**src/rtl/apb_demux_timeout_pkg.sv**
```systemverilog
// Shared types and helpers for the APB one-to-N demultiplexer.
// No timing of its own; used by the decoder and the demux top.
// No flow control here; pure declarations.
package apb_demux_timeout_pkg;

  localparam int MAX_AW = 64;

  typedef enum logic [1:0] {
    ST_IDLE,
    ST_SETUP,
    ST_ACCESS,
    ST_RESP
  } state_t;

  function automatic logic addr_hit(input logic [MAX_AW-1:0] addr,
                                    input logic [MAX_AW-1:0] base,
                                    input logic [MAX_AW-1:0] mask);
    return (addr & mask) == base;
  endfunction

endpackage

```
**src/rtl/apb_demux_timeout_addr_decode.sv**
```systemverilog
// Address decoder: paddr -> one-hot slave select plus miss flag, lowest index wins.
// Latency: combinational, zero cycles.
// Backpressure: none; a pure function of the address.
module apb_demux_timeout_addr_decode
  import apb_demux_timeout_pkg::*;
#(
  parameter int                            SLV_NUM    = 4,
  parameter int                            ADDR_WIDTH = 32,
  parameter logic [SLV_NUM*ADDR_WIDTH-1:0] SLV_BASE   = '0,
  parameter logic [SLV_NUM*ADDR_WIDTH-1:0] SLV_MASK   = '0
) (
  input  logic [ADDR_WIDTH-1:0] addr,
  output logic [SLV_NUM-1:0]    sel,
  output logic                  miss
);

  // Walk from the top index down so the lowest hitting slave overrides any higher one.
  always_comb begin
    sel  = '0;
    miss = 1'b1;
    for (int i = SLV_NUM - 1; i >= 0; i--) begin
      if (addr_hit(MAX_AW'(addr),
                   MAX_AW'(SLV_BASE[i*ADDR_WIDTH +: ADDR_WIDTH]),
                   MAX_AW'(SLV_MASK[i*ADDR_WIDTH +: ADDR_WIDTH]))) begin
        sel    = '0;
        sel[i] = 1'b1;
        miss   = 1'b0;
      end
    end
  end

endmodule

```
**src/rtl/apb_demux_timeout.sv**
```systemverilog
// APB4 one-to-N demux with decode-error and timeout responses; all outputs registered.
// Latency capture->up_pready: 1 cycle on decode miss, 3 + slave wait states on a mapped access.
// Backpressure: slave pready stretches ACCESS up to TIMEOUT cycles; new setups only sampled in IDLE.
module apb_demux_timeout
  import apb_demux_timeout_pkg::*;
#(
  parameter int                            SLV_NUM    = 4,
  parameter int                            ADDR_WIDTH = 32,
  parameter int                            DATA_WIDTH = 32,
  parameter logic [SLV_NUM*ADDR_WIDTH-1:0] SLV_BASE   = '0,
  parameter logic [SLV_NUM*ADDR_WIDTH-1:0] SLV_MASK   = '0,
  parameter int                            TIMEOUT    = 255
) (
  input  logic                          clk,
  input  logic                          rst_n,
  input  logic [ADDR_WIDTH-1:0]         up_paddr,
  input  logic [2:0]                    up_pprot,
  input  logic                          up_psel,
  input  logic                          up_penable,
  input  logic                          up_pwrite,
  input  logic [DATA_WIDTH-1:0]         up_pwdata,
  input  logic [DATA_WIDTH/8-1:0]       up_pstrb,
  output logic                          up_pready,
  output logic [DATA_WIDTH-1:0]         up_prdata,
  output logic                          up_pslverr,
  output logic [ADDR_WIDTH-1:0]         dn_paddr,
  output logic [2:0]                    dn_pprot,
  output logic                          dn_pwrite,
  output logic [DATA_WIDTH-1:0]         dn_pwdata,
  output logic [DATA_WIDTH/8-1:0]       dn_pstrb,
  output logic [SLV_NUM-1:0]            dn_psel,
  output logic                          dn_penable,
  input  logic [SLV_NUM-1:0]            dn_pready,
  input  logic [SLV_NUM*DATA_WIDTH-1:0] dn_prdata,
  input  logic [SLV_NUM-1:0]            dn_pslverr,
  output logic                          evt_timeout,
  output logic                          evt_decerr
);

  localparam int SW = DATA_WIDTH / 8;
  localparam int CW = (TIMEOUT > 0) ? $clog2(TIMEOUT + 1) : 1;

  typedef struct packed {
    logic [ADDR_WIDTH-1:0] addr;
    logic [2:0]            prot;
    logic                  write;
    logic [DATA_WIDTH-1:0] wdata;
    logic [SW-1:0]         strb;
  } req_t;

  state_t                state_q, state_nxt;
  req_t                  req_q;
  logic [SLV_NUM-1:0]    sel_q, dec_sel, psel_nxt;
  logic                  dec_miss, capture, timeout_hit;
  logic [CW-1:0]         cnt_q, cnt_nxt;
  logic                  sel_rdy, sel_err;
  logic [DATA_WIDTH-1:0] sel_rdata, prdata_nxt;
  logic                  penable_nxt, pready_nxt, pslverr_nxt, evt_to_nxt, evt_de_nxt;

  apb_demux_timeout_addr_decode #(
    .SLV_NUM    (SLV_NUM),
    .ADDR_WIDTH (ADDR_WIDTH),
    .SLV_BASE   (SLV_BASE),
    .SLV_MASK   (SLV_MASK)
  ) u_decode (
    .addr (up_paddr),
    .sel  (dec_sel),
    .miss (dec_miss)
  );

  assign capture     = up_psel && !up_penable;
  assign sel_rdy     = |(dn_pready & sel_q);
  assign sel_err     = |(dn_pslverr & sel_q);
  // pready on the limit cycle is checked first, so a late ready still completes normally.
  assign timeout_hit = (TIMEOUT != 0) && (cnt_q == CW'(TIMEOUT - 1));

  always_comb begin
    sel_rdata = '0;
    for (int i = 0; i < SLV_NUM; i++) begin
      if (sel_q[i]) sel_rdata |= dn_prdata[i*DATA_WIDTH +: DATA_WIDTH];
    end
  end

  always_comb begin
    state_nxt   = state_q;
    cnt_nxt     = cnt_q;
    psel_nxt    = '0;
    penable_nxt = 1'b0;
    pready_nxt  = 1'b0;
    pslverr_nxt = 1'b0;
    prdata_nxt  = '0;
    evt_to_nxt  = 1'b0;
    evt_de_nxt  = 1'b0;
    case (state_q)
      ST_IDLE: begin
        if (capture) begin
          if (dec_miss) begin
            state_nxt   = ST_RESP;
            pready_nxt  = 1'b1;
            pslverr_nxt = 1'b1;
            evt_de_nxt  = 1'b1;
          end else begin
            state_nxt = ST_SETUP;
            psel_nxt  = dec_sel;
          end
        end
      end
      ST_SETUP: begin
        state_nxt   = ST_ACCESS;
        psel_nxt    = sel_q;
        penable_nxt = 1'b1;
      end
      ST_ACCESS: begin
        if (sel_rdy) begin
          state_nxt   = ST_RESP;
          pready_nxt  = 1'b1;
          pslverr_nxt = sel_err;
          prdata_nxt  = req_q.write ? '0 : sel_rdata;
        end else if (timeout_hit) begin
          state_nxt   = ST_RESP;
          pready_nxt  = 1'b1;
          pslverr_nxt = 1'b1;
          evt_to_nxt  = 1'b1;
        end else begin
          psel_nxt    = sel_q;
          penable_nxt = 1'b1;
          if (cnt_q != {CW{1'b1}}) cnt_nxt = cnt_q + CW'(1);
        end
      end
      ST_RESP: begin
        state_nxt = ST_IDLE;
        cnt_nxt   = '0;
      end
      default: state_nxt = ST_IDLE;
    endcase
  end

  always_ff @(posedge clk or negedge rst_n) begin
    if (!rst_n) begin
      state_q     <= ST_IDLE;
      cnt_q       <= '0;
      req_q       <= '0;
      sel_q       <= '0;
      dn_psel     <= '0;
      dn_penable  <= 1'b0;
      up_pready   <= 1'b0;
      up_pslverr  <= 1'b0;
      up_prdata   <= '0;
      evt_timeout <= 1'b0;
      evt_decerr  <= 1'b0;
    end else begin
      state_q     <= state_nxt;
      cnt_q       <= cnt_nxt;
      dn_psel     <= psel_nxt;
      dn_penable  <= penable_nxt;
      up_pready   <= pready_nxt;
      up_pslverr  <= pslverr_nxt;
      up_prdata   <= prdata_nxt;
      evt_timeout <= evt_to_nxt;
      evt_decerr  <= evt_de_nxt;
      if (state_q == ST_IDLE && capture) begin
        req_q <= '{addr: up_paddr, prot: up_pprot, write: up_pwrite,
                   wdata: up_pwdata, strb: up_pstrb};
        sel_q <= dec_sel;
      end
    end
  end

  assign dn_paddr  = req_q.addr;
  assign dn_pprot  = req_q.prot;
  assign dn_pwrite = req_q.write;
  assign dn_pwdata = req_q.wdata;
  assign dn_pstrb  = req_q.strb;

endmodule

```
**config.mk**
```make
export PLATFORM = sky130hd
export DESIGN_NAME = apb_demux_timeout
export DESIGN_NICKNAME = d
export VERILOG_FILES = /design/src/rtl/apb_demux_timeout_pkg.sv /design/src/rtl/apb_demux_timeout_addr_decode.sv /design/src/rtl/apb_demux_timeout.sv
export SDC_FILE = /design/constraint.sdc
export NUM_CORES = 1
export LEC_CHECK = 0
export CAP_MARGIN = 20
export CORE_AREA = 3 3 125 127
export DETAILED_ROUTE_END_ITERATION = 6
export DIE_AREA = 0 0 128 130
export PLACE_DENSITY = 0.73
export SETUP_SLACK_MARGIN = 0.15
export SLEW_MARGIN = 0
export SYNTH_ARGS = -nofsm -noshare
export SYNTH_HDL_FRONTEND = slang
export SYNTH_SLANG_ARGS = --single-unit
```
**constraint.sdc**
```tcl
create_clock -name clk -period 5.25 [get_ports clk]
set_input_delay 0.525 -clock clk [delete_from_list [all_inputs] [get_ports clk]]
set_output_delay 0.525 -clock clk [all_outputs]
set_load 0.005 [all_outputs]
```
**Word level (Yosys, flattened, before mapping)**

Index checks and enable logic that the tools add are counted.

- $add $sub $neg: 1
- Reduce and logical (&&, ||, !) cells: 9
- Multiplexer cells: 26
- Bitwise logic cells: 2
- Eq/ne operators: 10

Operators with widths:

| cell | number |
|---|---|
| two-way mux 32 bit | 4 |
| two-way mux 8 bit | 3 |
| case mux 8 bit (2 select lines) | 1 |
| two-way mux 1 bit | 12 |
| adder 8 x 1 -> 8 bit (second input constant) | 1 |
| AND 4 x 1 -> 4 bit | 2 |
| equality test 8 bit (second input constant) | 1 |
| != test 2 bit (second input constant) | 4 |
| != test 8 bit (second input constant) | 1 |
| case mux 2 bit (4 select lines) | 1 |
| OR reduction 4 bit | 2 |
| two-way mux 2 bit | 3 |
| equality test 2 bit (second input constant) | 2 |
| AND reduction 4 bit | 1 |
| != test 3 bit (second input constant) | 1 |
| case mux 1 bit (3 select lines) | 1 |
| equality test 2 x 1 -> 1 bit (second input constant) | 1 |
| logical AND 1 bit | 2 |
| zero test 2 bit | 1 |
| case mux 1 bit (2 select lines) | 1 |
| AND reduction 2 bit | 1 |
| nonzero test 2 bit | 1 |
| zero test 1 bit | 1 |

- Bits in registers: 123
- Input port bits: 212
- Logic and storage cells: 62

**Logic depth before layout (Yosys ltp)**

- Depth in word-level cells: 5
- Depth in mapped cells: 6

**Cells and area by module**

A second synthesis with hierarchy kept.

- Cells, all modules: 595
- Area total of the unflattened synthesis: 5,552.8 sq um

Modules (own cells, without submodules):

| module | times used | seq. area each (sq um) | cells an instance | area each (sq um) |
|---|---|---|---|---|
| apb_demux_timeout | 1 | 3,178.0 | 588 | 5,507.8 |
| apb_demux_timeout_addr_decode | 1 | 0.0 | 7 | 45.0 |

**Worst setup path before layout**

OpenSTA, ideal clock, no wires.

- Kind: reg2reg
- Start: register state_q[0]
- End: register cnt_q[6]
- Stages on the path, launching flop included: 7
- Period minus slack after synthesis: 1.878 ns
- Data required time: 5.132 ns
- Path buffers: 0
- Arrival: 1.760 ns
- Slack: 3.372 ns
- Path through: dfrtp_1 > inv_1 > ha_1 > a21bo_1 > or4b_1 > a22o_1 > a21o_1

- Word-level cells in the longest chain between the ends: 3

RTL lines:

| what | line | RTL |
|---|---|---|
| start: declaration | apb_demux_timeout.sv:51 | `state_t state_q, state_nxt;` |
| start signal: assignment | apb_demux_timeout.sv:152 | `state_q <= state_nxt;` |
| equality test 2 bit | apb_demux_timeout.sv:94 | `case (state_q)` |
| != test 2 bit (no source line) / nonzero test 2 bit (equally long branches) | -- |  |
| AND reduction 4 bit (no source line) | -- |  |
| end signal: assignment | apb_demux_timeout.sv:153 | `cnt_q <= cnt_nxt;` |
| end: declaration | apb_demux_timeout.sv:55 | `logic [CW-1:0] cnt_q, cnt_nxt;` |

Parallel ways exist; a longest one is shown, timed or not.
A chain may end at the register's enable or synchronous reset.

**Worst setup path in the final report**

Same ends and word-level chain as after synthesis.

==> run_results.csv <==
group,metric,value,unit
status,status,"completed",
routing,firstDrtPassIters,4,
yosys,synth_area_leaders,"dfrtp_1 (65%), mux2_2 (18%), and2_1 (4.3%)",
setup_path,cp_max_fo,14,
global_route,overflow,0,
yosys,synth_top_area_share,0.650,
routing,drc,0,
setup_path,start_kind,"flip-flop",
sta,setup_viol_count_final,0,
global_route,grt_pass1_vias,3702,
sta,tns,0,ps
global_route,grt_first_pass_wirelength,18500,µm
routing,viasPerCell,4.49,
final_layout,area_delta_synth_final,65.7,%
clocking,ctsResizeCount,0,
setup_path,cp_cell_sequence,"inv_1, ha_1, a21bo_1, or4b_1, a22o_1, a21o_1",
yosys,yosysWarnings,0,
clocking,hold_buffers,0,
sta,hold_viol_final,0,
setup_path,worstPathRequired,5540,ps
setup_path,critical_path.max_stage_delay,530,ps
yosys,ys_types,38,
clocking,cts_setup_buffers,0,
sta,slew_viol_final,0,
floorplan,io_pins,325,
global_route,grt_usage,0.144,
sta,rsz0062_at_grt,"false",
worst_hold_path,hold_path_class,"input pin to async pin",
setup_path,cp-end-kind,"flip-flop",
yosys,synth_area,4620,µm²
yosys,synth_area_per_cell,14.5,µm²
power_and_ir_drop,vdd.ir_drop.worst,0.000263,V
routing,routed_wl,11600,µm
floorplan,die-area,16600,µm²
routing,post_drt_wl_per_cell,15.7,µm
place,place_hpwl,8570,µm
yosys,synth_seq_area_share,0.650,
floorplan,chipWidth,128,µm
place,port_buffers,218,
floorplan,die_h,130,µm
sta,min_period,2270,ps
routing,vias,3323,
run,cap_violations,0,
sta,tightest_slew,891,ps
setup_path,crit_arrival,2560,ps
sta,max-slew-margin-rel,0.406,
clocking,cts_tree,"done",
floorplan,initial_core_util,0.318,
clocking,clockBufferDepth,2,
final_layout,nets,762,
clocking,clk_latency,400,ps
final_layout,layout-drive-gt1-share,0.196,
routing,drtIter0Drc,140,
power_and_ir_drop,p_total,4.07,mW
yosys,synth_top_area_cell,"dfrtp_1",
setup_path,worstSetupPathType,"flip-flop to flip-flop",
clocking,clkSinkCount,120,
sta,post-route-period-util,0.432,
yosys,synth_seq_cells,120,
power_and_ir_drop,p_leak,3.35,nW
clocking,clk_pin_slew,50,ps
final_layout,diodes,0,
sta,skew,7.01,ps
sta,timing.fmax,0.441,GHz
setup_path,cpMaxStageDelayCell,"or4b_1",
yosys,synth_cells,318,
floorplan,core,14500,µm²
routing,detail-route-antenna-nets,0,
power_and_ir_drop,p_per_area,532,nW/µm²
global_route,grt_max_degree,75,
place,gp_congestion,0.810,
clocking,cts_root_buf,"clkbuf_16",
final_layout,fin_util,0.527,
global_route,antenna_found_initial,0,
floorplan,rows,44,
clocking,cts_max_level,4,
clocking,cts_buffers,17,
==> worst paths after layout <==
path | from | to | slack, ps | depth (start not counted)
max | state_q[0] | cnt_q[6] | 2980 | 6
min | rst_n | dn_pwdata[7] | 240 | 1
max reg2reg | state_q[0] | cnt_q[6] | 2980 | 6
min reg2reg | dn_paddr[27] | dn_paddr[27] | 500 | 1
max in group asynchronous | rst_n | dn_paddr[17] | 3820 | 2
min in group clk | dn_paddr[27] | dn_paddr[27] | 500 | 1
==> critical path: cells and delay by family, from the launching register on <==
| family | cells | cell delay, ps |
|---|---|---|
| AO/OA/AOI/OAI | 3 | 660 |
| AND/OR/NAND/NOR | 1 | 530 |
| adder cells (fa/ha/maj) | 1 | 450 |
| flip-flops | 1 | 410 |
| buffers and inverters | 1 | 120 |
==> kinds of logic (layout without fill, tap and decap cells) <==
group,after synthesis,count (layout),synth area share
compound gates,25,25,0.0422
fa+ha+maj,7,7,0.0189
buf+inv,26,261,0.0268
flops,120,120,0.650
mux,74,74,0.180
other cells,1,4,0.000811
simple gates,65,65,0.0817
==> cells in the final DEF, fill, tap and decap left out, drive strengths merged, types with 2 or more instances in the layout <==
cell,instances
a21boi,4
o31ai,2
clkbuf,24
o21ai,2
nand4,3
o211ai,5
nand2,5
and2,32
mux2,73
clkinv,3
nand3,9
ha,7
bufinv,5
conb,4
buf,4
a21o,2
dfrtp,120
a21oi,2
nor3,2
and3,2
inv,8
nor2,5
a22o,2
clkdlybuf4s50,217
==> power by group <==
part	switching [mW]	internal [mW]	total (mW)
Sequential	0.170	1.27	1.44
Clock	0.387	0.891	1.28
Combinational	0.440	0.919	1.36
==> per-stage QoR <==
stage / std cells / cell area [µm²] / hold slack (ps) / worst slack (ps)
5_1_grt: 740 / 7660 / 295 / 2820
4_1_cts: 739 / 7640 / 279 / 2890
6_report: 740 / 7660 / 245 / 2980
3_5_place_dp: 707 / 6980 / 492 / 2570
3_3_place_gp: 707 / 6980 / 487 / 2650
2_1_floorplan: 321 / 4630 / 229 / 3370
==> final cells by class <==
cell class / count / area [µm²]
fillers: 1262 / 6870
flip-flops and latches: 120 / 3000
repair buffers: 221 / 2210
multi-input cells: 175 / 1530
clock buffers: 24 / 492
well taps: 184 / 230
clock inverters: 8 / 165
inverters: 8 / 30.0
==> cells in the mapped netlist (all sizes together) <==
cell type  number
dfrtp         120
mux2           73
and2           32
buf            11
nand3           9
inv             8
clkbuf          7
ha              7
nand2           5
nor2            5
o211ai          5
a21boi          4
nand4           3
a21o            2
a21oi           2
a22o            2
and3            2
nor3            2
o21ai           2
o31ai           2
a21bo           1
a311o           1
a311oi          1
and4            1
conb            1
mux2i           1
nand2b          1
nand3b          1
nor2b           1
nor3b           1
o211a           1
o21a            1
o32a            1
or4             1
or4b            1
==> registers in the layout (all words and copies together), names as in the netlist <==
name and cells:
cnt_q 8, dn_paddr 32, dn_penable 1, dn_pprot 3, dn_psel 1, dn_pstrb 4, dn_pwdata 32, dn_pwrite 1
evt_timeout 1, sel_q 1, state_q 2, up_prdata 32, up_pready 1, up_pslverr 1
==> routing by layer <==
metal | global-route usage | wire, µm | up-vias
li1 | - | - | 1544
met1 | 0.160 | 4600 | 1601
met2 | 0.238 | 5600 | 164
met3 | 0.0675 | 1260 | 14
met4 | 0.0637 | 185 | 0
met5 | 0 | 0 | -
(Power assumes the default switching activity.)
